===== config.mk =====
export PLATFORM = sky130hd
export DESIGN_NAME = iec_dev_ctrl
export DESIGN_NICKNAME = d
export VERILOG_FILES = /design/src/rtl/iec_pkg.sv /design/src/rtl/iec_cmd_decode.sv /design/src/rtl/iec_dev_ctrl.sv
export SDC_FILE = /design/constraint.sdc
export NUM_CORES = 1
export LEC_CHECK = 0
export ABC_CLOCK_PERIOD_IN_PS = 2300
export CAP_MARGIN = 20
export CORE_UTILIZATION = 50
export CTS_BUF_LIST = sky130_fd_sc_hd__clkbuf_4 sky130_fd_sc_hd__clkbuf_8
export DETAILED_ROUTE_END_ITERATION = 8
export GPL_ROUTABILITY_DRIVEN = 0
export PLACE_DENSITY = 0.82
export SYNTH_ARGS = -nofsm -noshare
export SYNTH_HDL_FRONTEND = slang
export SYNTH_HIERARCHICAL = 1
export SYNTH_SLANG_ARGS = --single-unit

===== constraint.sdc =====
create_clock -name clk -period 2.3 [get_ports clk]
set_input_delay 0.23 -clock clk [delete_from_list [all_inputs] [get_ports clk]]
set_output_delay 0.23 -clock clk [all_outputs]
set_load 0.05 [all_outputs]

===== src/rtl/iec_pkg.sv =====
// Shared IEC command opcodes, device FSM states and decoded command kinds.
package iec_pkg;

  localparam logic [2:0] CMD_LISTEN = 3'b001;
  localparam logic [2:0] CMD_TALK   = 3'b010;
  localparam logic [3:0] CMD_SECOND = 4'h6;
  localparam logic [3:0] CMD_CLOSE  = 4'hE;
  localparam logic [3:0] CMD_OPEN   = 4'hF;
  localparam logic [7:0] UNLISTEN   = 8'h3F;
  localparam logic [7:0] UNTALK     = 8'h5F;

  typedef enum logic [2:0] {
    StIdle       = 3'd0,
    StCmd        = 3'd1,
    StListenData = 3'd2,
    StTurnaround = 3'd3,
    StTalkWait   = 3'd4,
    StTalkBusy   = 3'd5
  } dev_state_e;

  typedef enum logic [2:0] {
    KindNone,
    KindListen,
    KindUnlisten,
    KindTalk,
    KindUntalk,
    KindSecond,
    KindClose,
    KindOpen
  } cmd_kind_e;

endpackage


===== src/rtl/iec_cmd_decode.sv =====
// Combinational ATN command byte classifier: kind, primary address match, channel.
module iec_cmd_decode
  import iec_pkg::*;
#(
  parameter int unsigned DEV_ADDR = 8
) (
  input  logic [7:0] cmd_byte,
  output cmd_kind_e  kind,
  output logic       addr_match,
  output logic [3:0] ch
);

  localparam logic [4:0] DevAddr = DEV_ADDR[4:0];

  assign addr_match = (cmd_byte[4:0] == DevAddr);
  assign ch         = cmd_byte[3:0];

  // UNLISTEN/UNTALK share the LISTEN/TALK prefix, so they are matched first.
  always_comb begin
    kind = KindNone;
    if (cmd_byte == UNLISTEN) begin
      kind = KindUnlisten;
    end else if (cmd_byte == UNTALK) begin
      kind = KindUntalk;
    end else if (cmd_byte[7:5] == CMD_LISTEN) begin
      kind = KindListen;
    end else if (cmd_byte[7:5] == CMD_TALK) begin
      kind = KindTalk;
    end else if (cmd_byte[7:4] == CMD_SECOND) begin
      kind = KindSecond;
    end else if (cmd_byte[7:4] == CMD_CLOSE) begin
      kind = KindClose;
    end else if (cmd_byte[7:4] == CMD_OPEN) begin
      kind = KindOpen;
    end
  end

endmodule


===== src/rtl/iec_dev_ctrl.sv =====
// Device-side IEC command sequencer: ATN command decode, listener data routing,
// listener->talker turnaround and talker byte streaming.
module iec_dev_ctrl
  import iec_pkg::*;
#(
  parameter int unsigned DEV_ADDR = 8,
  parameter int unsigned TURN_CYC = 80
) (
  input  logic       clk,
  input  logic       reset_n,
  input  logic       atn,
  input  logic [7:0] rx_byte,
  input  logic       rx_ready,
  input  logic       rx_eoi,
  output logic [7:0] tx_byte,
  output logic       tx_ready,
  input  logic       tx_done,
  input  logic       src_valid,
  input  logic [7:0] src_byte,
  input  logic       src_last,
  output logic       src_ack,
  output logic       tx_eoi,
  output logic       dat_valid,
  output logic [7:0] dat_byte,
  output logic       dat_eoi,
  output logic [3:0] sec_addr,
  output logic       open_stb,
  output logic       close_stb,
  output logic       listening,
  output logic       talking
);

  localparam int unsigned CntW = (TURN_CYC > 1) ? $clog2(TURN_CYC) : 1;
  localparam logic [CntW-1:0] CntLast = CntW'(TURN_CYC - 1);

  dev_state_e state_q, state_d;
  logic [CntW-1:0] cnt_q, cnt_d;
  logic [7:0] tx_byte_q, tx_byte_d, dat_byte_q, dat_byte_d;
  logic [3:0] sec_addr_q, sec_addr_d;
  logic tx_ready_q, tx_ready_d, src_ack_q, src_ack_d, tx_eoi_q, tx_eoi_d;
  logic dat_valid_q, dat_valid_d, dat_eoi_q, dat_eoi_d;
  logic open_q, open_d, close_q, close_d;
  logic listening_q, listening_d, talking_q, talking_d;

  cmd_kind_e  dec_kind;
  logic       dec_match;
  logic [3:0] dec_ch;

  iec_cmd_decode #(
    .DEV_ADDR (DEV_ADDR)
  ) u_cmd_decode (
    .cmd_byte   (rx_byte),
    .kind       (dec_kind),
    .addr_match (dec_match),
    .ch         (dec_ch)
  );

  always_comb begin
    state_d     = state_q;
    cnt_d       = cnt_q;
    tx_byte_d   = tx_byte_q;
    tx_eoi_d    = tx_eoi_q;
    tx_ready_d  = 1'b0;
    src_ack_d   = 1'b0;
    dat_valid_d = 1'b0;
    dat_byte_d  = dat_byte_q;
    dat_eoi_d   = dat_eoi_q;
    sec_addr_d  = sec_addr_q;
    open_d      = 1'b0;
    close_d     = 1'b0;
    listening_d = listening_q;
    talking_d   = talking_q;

    // ATN pre-empts everything: any byte or tx_done seen this cycle is discarded.
    if (atn && (state_q != StCmd)) begin
      state_d = StCmd;
    end else begin
      case (state_q)
        StIdle: ;
        StCmd: begin
          if (rx_ready) begin
            case (dec_kind)
              KindListen: begin
                listening_d = dec_match;
                if (dec_match) talking_d = 1'b0;
              end
              KindUnlisten: listening_d = 1'b0;
              KindTalk: begin
                talking_d = dec_match;
                if (dec_match) listening_d = 1'b0;
              end
              KindUntalk: talking_d = 1'b0;
              KindSecond, KindClose, KindOpen: begin
                if (listening_q || talking_q) begin
                  sec_addr_d = dec_ch;
                  close_d    = (dec_kind == KindClose);
                  open_d     = (dec_kind == KindOpen);
                end
              end
              default: ;
            endcase
          end
          if (!atn) begin
            if (listening_q) begin
              state_d = StListenData;
            end else if (talking_q) begin
              state_d = StTurnaround;
              cnt_d   = '0;
            end else begin
              state_d = StIdle;
            end
          end
        end
        StListenData: begin
          if (rx_ready) begin
            dat_valid_d = 1'b1;
            dat_byte_d  = rx_byte;
            dat_eoi_d   = rx_eoi;
          end
        end
        StTurnaround: begin
          if (cnt_q == CntLast) begin
            state_d = StTalkWait;
          end else begin
            cnt_d = cnt_q + 1'b1;
          end
        end
        StTalkWait: begin
          if (src_valid) begin
            tx_byte_d  = src_byte;
            tx_eoi_d   = src_last;
            tx_ready_d = 1'b1;
            src_ack_d  = 1'b1;
            state_d    = StTalkBusy;
          end
        end
        StTalkBusy: begin
          if (tx_done) begin
            if (tx_eoi_q) begin
              talking_d = 1'b0;
              state_d   = StIdle;
            end else begin
              state_d = StTalkWait;
            end
          end
        end
        default: state_d = StIdle;
      endcase
    end
  end

  always_ff @(posedge clk or negedge reset_n) begin
    if (!reset_n) begin
      state_q     <= StIdle;
      cnt_q       <= '0;
      tx_byte_q   <= '0;
      tx_eoi_q    <= 1'b0;
      tx_ready_q  <= 1'b0;
      src_ack_q   <= 1'b0;
      dat_valid_q <= 1'b0;
      dat_byte_q  <= '0;
      dat_eoi_q   <= 1'b0;
      sec_addr_q  <= '0;
      open_q      <= 1'b0;
      close_q     <= 1'b0;
      listening_q <= 1'b0;
      talking_q   <= 1'b0;
    end else begin
      state_q     <= state_d;
      cnt_q       <= cnt_d;
      tx_byte_q   <= tx_byte_d;
      tx_eoi_q    <= tx_eoi_d;
      tx_ready_q  <= tx_ready_d;
      src_ack_q   <= src_ack_d;
      dat_valid_q <= dat_valid_d;
      dat_byte_q  <= dat_byte_d;
      dat_eoi_q   <= dat_eoi_d;
      sec_addr_q  <= sec_addr_d;
      open_q      <= open_d;
      close_q     <= close_d;
      listening_q <= listening_d;
      talking_q   <= talking_d;
    end
  end

  assign tx_byte   = tx_byte_q;
  assign tx_ready  = tx_ready_q;
  assign src_ack   = src_ack_q;
  assign tx_eoi    = tx_eoi_q;
  assign dat_valid = dat_valid_q;
  assign dat_byte  = dat_byte_q;
  assign dat_eoi   = dat_eoi_q;
  assign sec_addr  = sec_addr_q;
  assign open_stb  = open_q;
  assign close_stb = close_q;
  assign listening = listening_q;
  assign talking   = talking_q;

endmodule


==> report_table.html <==
<table>
<tr><th>Metric</th><th>Value</th></tr>
<tr><th colspan="2">Power</th></tr>
<tr><td>Total power divided by cell area</td><td>970 nW/um2</td></tr>
<tr><td>Maximum ir drop on the vdd rail</td><td>1100 uV</td></tr>
<tr><td>Total power consumption of the routed design</td><td>2.62 mW</td></tr>
<tr><td>Leak Pwr</td><td>1.21 nW</td></tr>
<tr><th colspan="2">Placement</th></tr>
<tr><td>Total of buffers placed on input and output ports</td><td>52</td></tr>
<tr><td>Half-perimeter wire length of the detailed placement result</td><td>3370 um</td></tr>
<tr><th colspan="2">Clocking</th></tr>
<tr><td>Clock latency at the later pin of the worst-skew pair</td><td>0.29 ns</td></tr>
<tr><td>Number of resized instances in the post-cts repair step</td><td>0</td></tr>
<tr><td>H-tree depth reported by CTS</td><td>2</td></tr>
<tr><td>Clock buffer count from CTS</td><td>5</td></tr>
<tr><td>Maximum buffer depth of the clock tree</td><td>2</td></tr>
<tr><td>CTS tree</td><td>done</td></tr>
<tr><td>Clock transition at path regs</td><td>0.07 ns</td></tr>
<tr><td>Clk Tree Root Cell</td><td>sky130_fd_sc_hd__clkbuf_8</td></tr>
<tr><td>Total clock sinks</td><td>38</td></tr>
<tr><td>Post-CTS setup buffer count</td><td>0</td></tr>
<tr><td>Number of buffers inserted for hold repair after clock tree synthesis</td><td>0</td></tr>
<tr><th colspan="2">Routing</th></tr>
<tr><td>Average wire per standard cell</td><td>16.1 um</td></tr>
<tr><td>Detail Route Antenna Nets</td><td>0</td></tr>
<tr><td>Detailed Route Iter0 Violations</td><td>99</td></tr>
<tr><td>Vias after detailed routing</td><td>1590</td></tr>
<tr><td>Wirelength, routed</td><td>4520 um</td></tr>
<tr><td>Router iterations before antenna repair</td><td>4</td></tr>
<tr><td>Drt drc</td><td>0</td></tr>
<tr><td>Ratio of routed vias to standard cells</td><td>5.66</td></tr>
<tr><th colspan="2">Worst setup path</th></tr>
<tr><td>Type of the setup path with the least slack</td><td>in2reg</td></tr>
<tr><td>Family of cells with the greatest summed delay on the critical path</td><td>compound AO/OA/AOI/OAI gates</td></tr>
<tr><td>Count of buffer and inverter cells on the critical path</td><td>1</td></tr>
<tr><td>Startpoint kind of the worst setup timing path</td><td>input port</td></tr>
<tr><td>CP Capture Type</td><td>flip-flop</td></tr>
<tr><td>Delay of the slowest critical-path stage</td><td>0.51 ns</td></tr>
<tr><td>Maximum fanout count along the critical path</td><td>4</td></tr>
<tr><td>Crit-path slowest cell</td><td>sky130_fd_sc_hd__clkdlybuf4s50_1</td></tr>
<tr><td>CP Cell Sequence</td><td>clkdlybuf4s50_1 -&gt; nand4_2 -&gt; o211ai_1 -&gt; o311ai_1 -&gt; or3b_2 -&gt; o21ai_0 -&gt; a21o_1 -&gt; nand3_1</td></tr>
<tr><td>Critical Path RT</td><td>2.47 ns</td></tr>
<tr><td>Data arrival time of the critical path</td><td>2.20 ns</td></tr>
<tr><th colspan="2">STA</th></tr>
<tr><td>Slew headroom</td><td>43.6%</td></tr>
<tr><td>Clock Skews</td><td>0.00785 ns</td></tr>
<tr><td>Tightest hold margin</td><td>0.0430 ns</td></tr>
<tr><td>RSZ-0062 raised after global routing</td><td>no</td></tr>
<tr><td>Tmin final</td><td>2.03 ns</td></tr>
<tr><td>Final number of setup-violating endpoints</td><td>0</td></tr>
<tr><td>Final hold viol count</td><td>0</td></tr>
<tr><td>Achievable clock frequency</td><td>493 MHz</td></tr>
<tr><td>Final Max Tran Viols</td><td>0</td></tr>
<tr><td>Tightest Pin Transition</td><td>0.847 ns</td></tr>
<tr><td>Period utilisation layout</td><td>88.2%</td></tr>
<tr><th colspan="2">Synthesis</th></tr>
<tr><td>Area leader, netlist</td><td>sky130_fd_sc_hd__dfrtp_1</td></tr>
<tr><td>Synthesized net count</td><td>197</td></tr>
<tr><td>Leading post-synthesis cells by cell area</td><td>sky130_fd_sc_hd__dfrtp_1, sky130_fd_sc_hd__mux2_2, sky130_fd_sc_hd__mux2_4, sky130_fd_sc_hd__o21ai_0, sky130_fd_sc_hd__buf_4</td></tr>
<tr><td>Post-Syn Area</td><td>1970 um2</td></tr>
<tr><td>Synthesized netlist cell count</td><td>172</td></tr>
<tr><td>Top-area cell type share of the netlist area</td><td>48.2%</td></tr>
<tr><td>Count of flip-flops with a built-in enable after synthesis</td><td>0</td></tr>
<tr><td>Proportion of register bits with asynchronous set or reset after synthesis</td><td>100%</td></tr>
<tr><td>Warnings from Yosys</td><td>6</td></tr>
<tr><td>Main flop type after synthesis</td><td>sky130_fd_sc_hd__dfrtp_1</td></tr>
<tr><td>Number of distinct library cells after synthesis</td><td>50</td></tr>
<tr><td>Number of flip-flops and latches in the synthesized netlist</td><td>38</td></tr>
<tr><td>Part of the Yosys area used for sequential elements</td><td>48.2%</td></tr>
<tr><td>Syn avg cell area</td><td>11.5 um2</td></tr>
<tr><th colspan="2">Cells and area</th></tr>
<tr><td>Relative area change from synthesis to final layout</td><td>37.1%</td></tr>
<tr><td>Share of final-layout standard cells stronger than drive strength 1</td><td>23.2%</td></tr>
<tr><td>Filler cell count</td><td>282</td></tr>
<tr><td>Ant diodes</td><td>0</td></tr>
<tr><td>Fin util</td><td>72.8%</td></tr>
<tr><td>Area taken by multi-input logic gates</td><td>927 um2</td></tr>
<tr><td>Final net count</td><td>257</td></tr>
<tr><td>Flip-flop and latch area</td><td>951 um2</td></tr>
<tr><th colspan="2">Min path</th></tr>
<tr><td>Type of the worst min-delay path</td><td>in2async</td></tr>
<tr><th colspan="2">Floorplanning</th></tr>
<tr><td>Die Wd</td><td>64.8 um</td></tr>
<tr><td>Starting density of the core</td><td>53.1%</td></tr>
<tr><td>Ports</td><td>53</td></tr>
<tr><td>Die extent in y</td><td>64.8 um</td></tr>
<tr><td>Area of the placeable core</td><td>3720 um2</td></tr>
<tr><td>Die Outline Area</td><td>4200 um2</td></tr>
<tr><td>Placement row count</td><td>22</td></tr>
<tr><th colspan="2">GRT</th></tr>
<tr><td>Vias in the first global route</td><td>1657</td></tr>
<tr><td>Number of antenna violations at the first check in global routing</td><td>0</td></tr>
<tr><td>Global-route wire length before repair</td><td>7610 um</td></tr>
<tr><td>Gr ovfl total</td><td>0</td></tr>
<tr><td>All-layer global routing usage</td><td>23.9%</td></tr>
<tr><td>Maximum number of pins on one net before global-route repair</td><td>39</td></tr>
<tr><th colspan="2">Run</th></tr>
<tr><td>MaxCap Viol Count</td><td>0</td></tr>
<tr><th colspan="2">Status</th></tr>
<tr><td>Status</td><td>finished clean</td></tr>
</table>
per-layer routing:
metal | wire length [um] | part of all wire, % | track usage, %
met1 | 1800 | 40 | 27.7
met2 | 2460 | 54 | 42.2
met3 | 185 | 4.1 | 6.16
met4 | 65 | 1.4 | 8.06
met5 | 0 | 0 | 0
where the power goes:
group | switching, mW | internal (mW) | leakage (nW) | total (mW)
clock | 0.236 | 0.463 | 0.0714 | 0.699
sequential | 0.108 | 0.811 | 0.514 | 0.919
combinational | 0.615 | 0.390 | 0.629 | 1.01
per-stage QoR:
stage | instances | TNS (ns) | setup WS (ns) | instance area [um2]
after floorplan | 172 | 0 | 0.547 | 1970
after global placement | 273 | 0 | 0.0577 | 2560
after detailed placement | 273 | -0.0862 | -0.0321 | 2560
after CTS | 281 | 0 | 0.277 | 2710
after global routing | 281 | 0 | 0.159 | 2710
final | 281 | 0 | 0.272 | 2710
layout by cell type (no fill, tap or decap), drive strengths merged, types with 5 or more instances in the layout:
| cell | synthesis | final |
|---|---|---|
| nand2 | 9 | 9 |
| inv | 5 | 5 |
| clkdlybuf4s50 | 0 | 51 |
| dfrtp | 38 | 38 |
| o21ai | 9 | 9 |
| mux2 | 23 | 23 |
| nor2 | 9 | 9 |
| a21oi | 5 | 5 |
| nand3 | 5 | 5 |
| clkbuf | 3 | 6 |
| buf | 8 | 13 |
| nand2b | 5 | 5 |
synth_stat cells, drive strengths merged (4+ instances only):
cell type	count
a21oi	5
inv	5
nand3	5
nand4	4
buf	8
mux2	23
o211ai	4
nand2b	5
nand2	9
o21ai	9
nor2	9
dfrtp	38
nor3b	4
area by class of cell:
class	instances	share of cell area [%]
well taps	48	2.22
inverters	5	0.694
multi-input cells	118	34.3
flip-flops and latches	38	35.2
clock inverters	2	2.22
clock buffers	6	3.05
repair buffers	64	22.4
path summary, 6_finish.rpt:
kind | startpoint | end | slack (ns) | cells past startpoint
worst max register to register | cnt_q[1]$_DFFE_PN0P_ | state_q[0]$_DFFE_PN0P_ | 0.47 | 5
worst min-delay path | reset_n | dat_byte[2]$_DFFE_PN0P_ | 0.04 | 1
worst min register to register | dat_eoi$_DFFE_PN0P_ | dat_eoi$_DFFE_PN0P_ | 0.51 | 1
max in group asynchronous | reset_n | listening$_DFFE_PN0P_ | 1.72 | 1
min in group clk | dat_eoi$_DFFE_PN0P_ | dat_eoi$_DFFE_PN0P_ | 0.51 | 1
worst max-delay path | rx_byte[2] | talking$_DFFE_PN0P_ | 0.27 | 8
registers in the layout, indices dropped and copies added, names as in the netlist:
name       cells
dat_byte       8
listening      1
cnt_q          7
state_q        3
src_ack        1
sec_addr       4
open_stb       1
dat_eoi        1
tx_eoi         1
tx_byte        8
dat_valid      1
talking        1
close_stb      1
logic make-up after synthesis:
| logic type | synth area share, % |
|---|---|
| adders and majority gates | 0.634 |
| AOI/OAI and AO/OA | 12.2 |
| buffers and inverters | 4.82 |
| and+or+nand+nor | 18.8 |
| muxes | 15.3 |
| DFF | 48.2 |
No activity file was read; power rests on OpenSTA's default activity.
